--- src/rtl/stopwatch_pkg.sv ---
// Shared types and BCD helpers for the stopwatch time-keeping core.
package stopwatch_pkg;

    typedef enum logic [1:0] {
        IDLE   = 2'd0,
        RUN    = 2'd1,
        PAUSE  = 2'd2,
        ADJUST = 2'd3
    } state_t;

    typedef logic [3:0] bcd_t;

    localparam bcd_t DIGIT_MAX = 4'd9;
    localparam bcd_t TENS_MAX  = 4'd5;

    typedef struct packed {
        bcd_t tens;
        bcd_t ones;
    } bcd2_t;

    typedef struct packed {
        logic  carry;
        bcd2_t val;
    } bcd_inc_t;

    // Mod-60 BCD increment; carry is set on the 59 -> 00 roll.
    function automatic bcd_inc_t bcd60_inc(input bcd2_t v);
        bcd_inc_t r;
        r.carry = 1'b0;
        r.val   = v;
        if (v.ones == DIGIT_MAX) begin
            r.val.ones = 4'd0;
            if (v.tens == TENS_MAX) begin
                r.val.tens = 4'd0;
                r.carry    = 1'b1;
            end else begin
                r.val.tens = v.tens + 4'd1;
            end
        end else begin
            r.val.ones = v.ones + 4'd1;
        end
        return r;
    endfunction

endpackage

--- src/rtl/stopwatch_counter_tick_sync.sv ---
// Synchronizer plus rising-edge detector: turns a slow square wave into a
// registered single-cycle tick in the src_clk domain.
module tick_sync #(
    parameter int SYNC_STAGES = 2
) (
    input  logic src_clk,
    input  logic reset,
    input  logic din,
    output logic tick
);

    logic [SYNC_STAGES-1:0] sync_q;
    logic                   prev_q;

    // prev_q resets low so an input already high at release gives one tick.
    always_ff @(posedge src_clk or negedge reset) begin
        if (!reset) begin
            sync_q <= '0;
            prev_q <= 1'b0;
            tick   <= 1'b0;
        end else begin
            sync_q <= {sync_q[SYNC_STAGES-2:0], din};
            prev_q <= sync_q[SYNC_STAGES-1];
            tick   <= sync_q[SYNC_STAGES-1] & ~prev_q;
        end
    end

endmodule

--- src/rtl/stopwatch_counter.sv ---
// MM:SS BCD stopwatch core with run/pause/clear and optional manual adjust.
// Adjust mode is built only when STOPWATCH_ADJUST_EN is defined.
module stopwatch_counter
    import stopwatch_pkg::*;
#(
    parameter int SYNC_STAGES = 2
) (
    input  logic       src_clk,
    input  logic       reset,
    input  logic       clk_1hz,
    input  logic       clk_2hz,
    input  logic       btn_pause,
    input  logic       btn_clear,
    input  logic       sw_adj,
    input  logic       sw_sel,
    output logic [3:0] min_tens,
    output logic [3:0] min_ones,
    output logic [3:0] sec_tens,
    output logic [3:0] sec_ones,
    output logic       running,
    output logic       adj_active,
    output logic       wrap
);

    state_t   state_q, state_d;
    bcd2_t    min_q, min_d, sec_q, sec_d;
    bcd_inc_t min_inc, sec_inc;
    logic     wrap_d;
    logic     tick_1hz;

    tick_sync #(.SYNC_STAGES(SYNC_STAGES)) u_sync_1hz (
        .src_clk (src_clk),
        .reset   (reset),
        .din     (clk_1hz),
        .tick    (tick_1hz)
    );

`ifdef STOPWATCH_ADJUST_EN
    logic tick_2hz;

    tick_sync #(.SYNC_STAGES(SYNC_STAGES)) u_sync_2hz (
        .src_clk (src_clk),
        .reset   (reset),
        .din     (clk_2hz),
        .tick    (tick_2hz)
    );
`else
    logic unused_adj;
    assign unused_adj = ^{clk_2hz, sw_adj, sw_sel};
`endif

    always_comb begin
        state_d = state_q;
        min_d   = min_q;
        sec_d   = sec_q;
        wrap_d  = 1'b0;
        sec_inc = bcd60_inc(sec_q);
        min_inc = bcd60_inc(min_q);

        if (btn_clear) begin
            min_d   = '0;
            sec_d   = '0;
            state_d = (state_q == ADJUST) ? ADJUST : IDLE;
        end
`ifdef STOPWATCH_ADJUST_EN
        else if (state_q != ADJUST && sw_adj) begin
            state_d = ADJUST;
        end else if (state_q == ADJUST && !sw_adj) begin
            state_d = PAUSE;
        end else if (state_q == ADJUST) begin
            // Single-field increment: no carry between fields, no wrap pulse.
            if (tick_2hz) begin
                if (sw_sel) min_d = min_inc.val;
                else        sec_d = sec_inc.val;
            end
        end
`endif
        else begin
            case (state_q)
                IDLE:  if (btn_pause) state_d = RUN;
                RUN: begin
                    // A tick coinciding with pause is still counted.
                    if (tick_1hz) begin
                        sec_d = sec_inc.val;
                        if (sec_inc.carry) begin
                            min_d  = min_inc.val;
                            wrap_d = min_inc.carry;
                        end
                    end
                    if (btn_pause) state_d = PAUSE;
                end
                PAUSE: if (btn_pause) state_d = RUN;
                default: ;
            endcase
        end
    end

    always_ff @(posedge src_clk or negedge reset) begin
        if (!reset) begin
            state_q <= IDLE;
            min_q   <= '0;
            sec_q   <= '0;
            running <= 1'b0;
            wrap    <= 1'b0;
        end else begin
            state_q <= state_d;
            min_q   <= min_d;
            sec_q   <= sec_d;
            running <= (state_d == RUN);
            wrap    <= wrap_d;
        end
    end

`ifdef STOPWATCH_ADJUST_EN
    always_ff @(posedge src_clk or negedge reset) begin
        if (!reset) adj_active <= 1'b0;
        else        adj_active <= (state_d == ADJUST);
    end
`else
    assign adj_active = 1'b0;
`endif

    assign min_tens = min_q.tens;
    assign min_ones = min_q.ones;
    assign sec_tens = sec_q.tens;
    assign sec_ones = sec_q.ones;

endmodule
--- config.mk ---
export PLATFORM = sky130hd
export DESIGN_NAME = stopwatch_counter
export DESIGN_NICKNAME = d
export VERILOG_FILES = /design/src/rtl/stopwatch_pkg.sv /design/src/rtl/stopwatch_counter_tick_sync.sv /design/src/rtl/stopwatch_counter.sv
export SDC_FILE = /design/constraint.sdc
export NUM_CORES = 1
export LEC_CHECK = 0
export CAP_MARGIN = 20
export CORE_MARGIN = 2
export CORE_UTILIZATION = 47
export CTS_BUF_LIST = sky130_fd_sc_hd__clkbuf_4 sky130_fd_sc_hd__clkbuf_8
export DETAILED_ROUTE_END_ITERATION = 6
export PLACE_DENSITY_LB_ADDON = 0.05
export SLEW_MARGIN = 20
export SYNTH_ARGS = -nofsm -noshare
export SYNTH_HDL_FRONTEND = slang
export SYNTH_SLANG_ARGS = --single-unit
export TNS_END_PERCENT = 100
--- constraint.sdc ---
create_clock -name src_clk -period 1.65 [get_ports src_clk]
set_input_delay 0.2475 -clock src_clk [delete_from_list [all_inputs] [get_ports src_clk]]
set_output_delay 0.2475 -clock src_clk [all_outputs]
set_load 0.02 [all_outputs]
==> impl_metrics.ini, run 1 <==
[status]
status = finished, violations left
violations = setup timing

[finish]
design_area_um2 = 1744
fin_nets = 187
fin_cells = 200
syn_to_final_growth_pct = 41.81
postLayoutCoreUtil = 0.7040
n_fill_cell = 208
n_antenna_cell = 0
layout-drive-gt1-share = 0.2765

[synth]
ys_ff_latch = 24
yosysTopAreaCell = dfrtp_1
synth-edff-count = 0
yosysSeqAreaShare = 0.4883
ys_top_cells_by_count = 24 x dfrtp_1, 15 x a21oi_1, 11 x nand2_1, 11 x nor2_1, 8 x ha_1
postSynth.asyncResetShare = 1.000
syn_avg_cell_area_um2 = 9.761
yosysWarningCount = 0
syn-num-nets = 142
yosysTopAreaCellShare = 0.4883
synth.most_common_cell = dfrtp_1
ys_types = 29
syn_area_um2 = 1230
synthTopCellsByArea = dfrtp_1 49%, ha_1 8.1%, a21oi_1 6.1%
synth-main-ff-cell = dfrtp_1
syn_inst = 126

[placement]
placed_area_um2 = 1639
port_buffers = 22
place_inst = 194
gp_congestion = 0.7184
hpwl_um = 1873
place_ws_ns = -0.05590

[critical_path]
crit_path_max_fanout = 5
worstPathArrival_ns = 1.89
critical_path_class = flop to flop
r2r_cells = 6
end_kind = flop
required_ns = 1.89
worstSetupStartpointType = flop

[sta]
finalClockSkew_ns = 0.02028
fmax_ghz = 0.6047
finalHoldViolations = 0
slew_viol_final = 0
fin_crit_sh = 1.002
rsz0062_at_grt = yes
fin_ws_ns = -0.003833
fin_crit_ns = 1.654
setup_violations = 1
hold-worst-slack_ns = 0.2648

[run]
max_cap_violations = 0

[global_route]
grt_util_all_layers = 0.1854
antenna_found_initial = 0
grt_pass1_wl_um = 4002
grt_pass1_vias = 944
gr-total-overflow = 0
grt_start_max_net_pins = 25

[routing]
wl_per_cell_um = 12.90
drcViolationCount = 0
vias = 1092
drtIter0Drc = 11
ant_nets = 0
wl_um = 2579
drt_pass1_iterations = 4
drt-vias-per-instance = 5.460

[clocking]
root_buffer = clkbuf_4
cts_sinks = 24
clk_path_buf_depth = 2
cts_buffers = 3
cts_tree = done
h-tree-depth = 1
cts_hold_buf = 0
clock_latency_ns = 0.32
path_clk_slew_ns = 0.14

[floorplan]
die-height_um = 55.16
pin_count = 27
dieArea_um2 = 3042
start_util = 0.4965
core.rowCount = 18
core_um2 = 2477
die_w_um = 55.16

[power_and_ir_drop]
leakagePower_uw = 0.0009713
powerDensity_nw_per_um2 = 538.2
ir_drop_uv = 689.5

[worst_hold_path]
min_path_type = input pin to asynchronous set/reset pin
-- registers in the layout (all words and copies together), names as in the netlist --
register           count
min_ones               4
u_sync_1hz.tick        1
min_tens               4
u_sync_1hz.sync_q      2
wrap                   1
running                1
sec_ones               4
state_q                2
u_sync_1hz.prev_q      1
sec_tens               4
-- metrics by stage --
| stage | TNS, ns | power [uW] |
|---|---|---|
| after global placement | -0.01456 | 645.1 |
| after global routing | -0.2746 | 985.8 |
| after floorplan | -0.03299 | 617.5 |
| after detailed placement | -0.05911 | 646.1 |
| after CTS | -0.001841 | 948.2 |
| final | -0.003833 | 938.7 |
-- final cells by class --
cell class	count	area (um^2)	area share
well taps	30	37.54	0.02152
multi-input cells	91	630.6	0.3616
inverters	5	18.77	0.01076
flip-flops and latches	24	606.8	0.3479
repair buffers	46	414.1	0.2374
clock buffers	4	36.28	0.02080
-- repair_timing --
action / CTS / global route
hold endpoints to repair: 0 / 0
gates resized for setup: 11 / 17
endpoints found under the setup margin: 13 / 13
pin swaps: 2 / 3
setup buffers: 0 / 2
-- layer usage --
metal / part of all wire / up-vias / track usage
li1: - / 526 / -
met1: 0.44 / 538 / 0.2318
met2: 0.50 / 22 / 0.3135
met3: 0.033 / 6 / 0.02419
met4: 0.018 / 0 / 0.09350
met5: 0 / - / 0
-- power breakdown --
group,leakage [uW],internal [uW],switching [uW]
clock network,0.0000210,135,169
registers,0.000309,593,2.19
logic,0.000642,14.8,24.8
total,0.000971,743,196
-- critical path, stage by stage (launching register included) --
cell and delay, ns:
dfrtp_2 0.42, inv_1 0.05, ha_1 0.15, and3b_2 0.27, nand4_2 0.12, or4_4 0.44, a21oi_2 0.12
-- placed cells by master (no fill, tap or decap), drive strengths merged, types with 6 or more instances in the layout --
cell / netlist / layout
buf: 4 / 24
dfrtp: 24 / 24
a21oi: 15 / 15
nand2: 11 / 11
nor2: 11 / 11
o21ai: 9 / 9
dlygate4sd2: 0 / 8
dlymetal6s2s: 0 / 8
ha: 8 / 8
clkdlybuf4s50: 0 / 6
-- cells by family (layout without fill, tap and decap cells) --
| family | after synthesis | in the layout | synth area share |
|---|---|---|---|
| other | 1 | 1 | 0.003049 |
| and+or+nand+nor | 52 | 52 | 0.2421 |
| buffers and inverters | 11 | 55 | 0.04171 |
| adders and majority gates | 8 | 8 | 0.08139 |
| DFF | 24 | 24 | 0.4883 |
| AOI/OAI and AO/OA | 25 | 25 | 0.1048 |
| muxes | 3 | 3 | 0.02442 |
| xor gates and xnor gates | 2 | 2 | 0.01424 |
-- worst paths after layout --
kind | from | slack (ns) | end
max in group asynchronous | reset | 1.10 | sec_ones[0]
min reg2reg | u_sync_1hz.sync_q[0] | 0.37 | u_sync_1hz.sync_q[1]
max | sec_tens[1] | -0.004 | min_tens[3]
min | reset | 0.26 | sec_tens[0]
min in group src_clk | u_sync_1hz.sync_q[0] | 0.37 | u_sync_1hz.sync_q[1]
max reg2reg | sec_tens[1] | -0.004 | min_tens[3]
No activity file was read; power rests on OpenSTA's default activity.
==> run 2: changes to the inputs <==
--- a/config.mk
+++ b/config.mk
@@ -10,7 +10,7 @@
 export CORE_UTILIZATION = 47
 export CTS_BUF_LIST = sky130_fd_sc_hd__clkbuf_4 sky130_fd_sc_hd__clkbuf_8
 export DETAILED_ROUTE_END_ITERATION = 6
-export PLACE_DENSITY_LB_ADDON = 0.05
+export PLACE_DENSITY = 0.78
 export SLEW_MARGIN = 20
 export SYNTH_ARGS = -nofsm -noshare
 export SYNTH_HDL_FRONTEND = slang
==> impl_metrics.ini, run 2 (same netlist as run 1, synthesis figures left out) <==
[clocking]
path_clk_slew_ns = 0.13
cts_hold_buf = 0
h-tree-depth = 1
clock_latency_ns = 0.32
cts_sinks = 24
cts_tree = done
clk_path_buf_depth = 2
cts_buffers = 3
root_buffer = clkbuf_4

[sta]
fin_crit_ns = 1.660
finalHoldViolations = 0
finalClockSkew_ns = 0.001877
rsz0062_at_grt = yes
setup_violations = 2
fin_tns_setup_ns = -0.01634
fin_ws_ns = -0.009754
fmax_ghz = 0.6025
slew_viol_final = 0
fin_crit_sh = 1.006

[critical_path]
end_kind = flop
worstPathArrival_ns = 1.91
crit_path_max_fanout = 4
required_ns = 1.91
critical_path_class = flop to flop
worstSetupStartpointType = flop

[floorplan]
pin_count = 27
dieArea_um2 = 3042
die_w_um = 55.16
core.rowCount = 18
start_util = 0.4965
die-height_um = 55.16
core_um2 = 2477

[finish]
postLayoutCoreUtil = 0.7106
layout-drive-gt1-share = 0.2994
final_common_cell = dfrtp_1
layout_common_cells = 19 x dfrtp_1, 18 x buf_4, 11 x nor2_1
fin_cells = 197
fin_nets = 184
n_antenna_cell = 0
syn_to_final_growth_pct = 43.13

[status]
violations = setup timing
status = finished, violations left

[global_route]
antenna_found_initial = 0
use_met3 = 0.03226
grt_util_all_layers = 0.2088
grt_pass1_vias = 1076
gr-max-usage-layer = met2
use_met1 = 0.2350
grt_pass1_wl_um = 4519
grt_use_met2 = 0.3909
grt_start_max_net_pins = 25
gr-total-overflow = 0

[placement]
place_inst = 190
port_buffers = 22
hpwl_um = 1872
gp_congestion = 0.7769
place_ws_ns = -0.01533

[routing]
wl_per_cell_um = 14.98
vias = 1087
drt_pass1_iterations = 4
drcViolationCount = 0
ant_nets = 0
wl_um = 2951
drt-vias-per-instance = 5.518
drtIter0Drc = 9

[power_and_ir_drop]
powerDensity_nw_per_um2 = 535.5
leakagePower_uw = 0.0009536
ir_drop_uv = 717.7

[worst_hold_path]
min_path_type = input pin to asynchronous set/reset pin

[run]
max_cap_violations = 0
[run 2: critical path: stages (launching register included)]
cell and delay [ns]:
dfrtp_2 0.43, inv_2 0.06, ha_4 0.12, and3b_2 0.27, buf_6 0.14, nand4_1 0.13, or3_1 0.33, a21oi_1 0.12
[run 2: routing by layer]
layer	routed length (um)	part of all wire	vias to the layer above
met2	1582	0.54	23
met3	100	0.034	7
met1	1216	0.41	538
li1	-	-	519
met5	0	0	-
met4	52	0.018	0
[run 2: final timing paths]
kind	slack, ns	to	depth (start not counted)	start
worst max-delay path	-0.01	min_ones[2]	7	sec_ones[1]
worst min-delay path	0.28	u_sync_1hz.sync_q[0]	2	reset
worst max register to register	-0.01	min_ones[2]	7	sec_ones[1]
worst min register to register	0.37	u_sync_1hz.sync_q[1]	0	u_sync_1hz.sync_q[0]
max in group asynchronous	1.11	min_ones[0]	2	reset
min in group src_clk	0.35	u_sync_1hz.sync_q[0]	1	clk_1hz
[run 2: report_power, final]
group / internal (uW) / switching, uW
Combinational: 13.4 / 25.2
Sequential: 593 / 1.65
Clock: 135 / 175
Total: 741 / 201
[run 2: cell type report]
type / instances / area, um^2
fillers: 190 / 716.9
clock buffers: 4 / 36.28
repair buffers: 43 / 392.9
multi-input cells: 91 / 668.1
flip-flops and latches: 24 / 606.8
well taps: 30 / 37.54
inverters: 5 / 18.77
[run 2: metrics by stage]
step	hold slack, ns	power, uW	cell area [um^2]
after floorplan	-0.04809	617.5	1261
after global placement	0.3339	642.3	1609
after detailed placement	0.3466	644.0	1609
after CTS	0.2719	953.3	1653
after global routing	0.2844	985.4	1760
final	0.2823	942.7	1760
[run 2: repair_timing]
item | in CTS | in global routing
setup buffers | 0 | 3
endpoints found under the setup margin | 13 | 17
hold endpoints to repair | 0 | 0
pin swaps | 3 | 7
resized for setup | 15 | 23
==> run 3: changes to the inputs <==
==> constraint.sdc (replaced) <==
create_clock -name src_clk -period 1.65 [get_ports src_clk]
set_input_delay 0.2475 -clock src_clk [delete_from_list [all_inputs] [get_ports src_clk]]
set_output_delay 0.2475 -clock src_clk [all_outputs]
set_load 0.05 [all_outputs]
==> impl_metrics.ini, run 3 (same netlist as run 1, synthesis figures left out) <==
[critical_path]
critical-path-max-stage-delay_ns = 0.43
cp_slowest_cell = dfrtp_2
worstPathArrival_ns = 1.90
end_kind = flop
critical_path_class = flop to flop
crit_path_max_fanout = 4
worstSetupStartpointType = flop
path_cells = inv_2, ha_4, and3b_2, nand4_2, or4_4, a21oi_2
r2r_cells = 6
required_ns = 1.89

[run]
max_cap_violations = 0

[placement]
place_ws_ns = -0.09118
gp_congestion = 0.7776
placed_area_um2 = 1593
hpwl_um = 1960
port_buffers = 22

[clocking]
clock_latency_ns = 0.32
cts_buffers = 3
cts_tree = done
clk_path_buf_depth = 2
h-tree-depth = 1
root_buffer = clkbuf_4
cts_sinks = 24
cts_hold_buf = 0
path_clk_slew_ns = 0.13

[finish]
final_common_cell = buf_4
fin_nets = 189
design_area_um2 = 1707
layout_common_cells = 44 x buf_4, 18 x dfrtp_1, 13 x a21oi_1
n_fill_cell = 193
n_antenna_cell = 0
layout-drive-gt1-share = 0.4012
syn_to_final_growth_pct = 38.76

[power_and_ir_drop]
leakagePower_uw = 0.0008263
powerDensity_nw_per_um2 = 554.8
ir_drop_uv = 491.8

[sta]
setup_violations = 1
slew_viol_final = 0
hold-worst-slack_ns = 0.2616
fmax_ghz = 0.6027
finalClockSkew_ns = 0.006888
finalHoldViolations = 0
rsz0062_at_grt = yes
fin_crit_ns = 1.659
fin_crit_sh = 1.006
fin_ws_ns = -0.009295

[floorplan]
pin_count = 27
core_um2 = 2477
start_util = 0.4965
core.rowCount = 18
dieArea_um2 = 3042
die-height_um = 55.16
die_w_um = 55.16

[global_route]
grt_pass1_vias = 1032
grt_util_all_layers = 0.2033
grt_start_max_net_pins = 25
antenna_found_initial = 0
grt_pass1_wl_um = 4409
gr-total-overflow = 0

[worst_hold_path]
min_path_type = input pin to asynchronous set/reset pin

[routing]
ant_nets = 0
drtIter0Drc = 15
wl_per_cell_um = 13.13
vias = 1089
drt-vias-per-instance = 5.391
drcViolationCount = 0
wl_um = 2652
drt_pass1_iterations = 4

[status]
status = finished, violations left
violations = setup timing
[run 3: area by class of cell]
| cell class | instances | area (um^2) | share of cell area |
|---|---|---|---|
| Sequential cell | 24 | 608.1 | 0.3563 |
| Clock buffer | 4 | 36.28 | 0.02126 |
| Tap cell | 30 | 37.54 | 0.02199 |
| Timing Repair Buffer | 48 | 370.4 | 0.2170 |
| Multi-Input combinational cell | 91 | 635.6 | 0.3724 |
| Inverter | 5 | 18.77 | 0.01100 |
[run 3: timing repair]
action	4_1_cts	5_1_grt
endpoints found under the setup margin	6	8
gates resized for setup	6	4
buffers inserted	3	3
pin swaps	2	1
[run 3: path summary, 6_finish.rpt]
check | from | to | slack, ns
worst max-delay path | sec_tens[1] | min_tens[3] | -0.009
worst min-delay path | reset | min_ones[3] | 0.26
worst max register to register | sec_tens[1] | min_tens[3] | -0.009
worst min register to register | u_sync_1hz.sync_q[0] | u_sync_1hz.sync_q[1] | 0.37
max in group asynchronous | reset | sec_ones[1] | 1.13
min in group src_clk | clk_1hz | u_sync_1hz.sync_q[0] | 0.36
[run 3: metrics by stage]
stage	util	setup TNS [ns]	power [uW]	instances
after floorplan	-	-0.4039	620.5	126
after global placement	0.6429	-0.02670	646.3	192
after detailed placement	0.6429	-0.2652	646.5	192
after CTS	0.6753	-0.01322	949.8	199
after global routing	0.6889	-0.2831	988.3	202
final	0.6889	-0.009295	946.8	202
[run 3: critical path: cells and delay by family, from the launching register on]
kind,cells,cell delay [ns]
flops,1,0.43
simple gates,3,0.81
fa+ha+maj,1,0.13
buf+inv,1,0.07
compound gates,1,0.14
[run 3: where the power goes]
part / total, uW / switching [uW] / internal, uW
registers: 595 / 1.77 / 593
clock network: 312 / 177 / 135
logic: 40.4 / 27.1 / 13.3
total: 947 / 206 / 741
[run 3: layer usage]
metal  share of wire  global-route usage  up-vias
met3           0.037             0.03226        4
met4          0.0098             0.06911        0
met2            0.51              0.3512       23
li1                -                   -      529
met5               0                   0        -
met1            0.44              0.2582      533
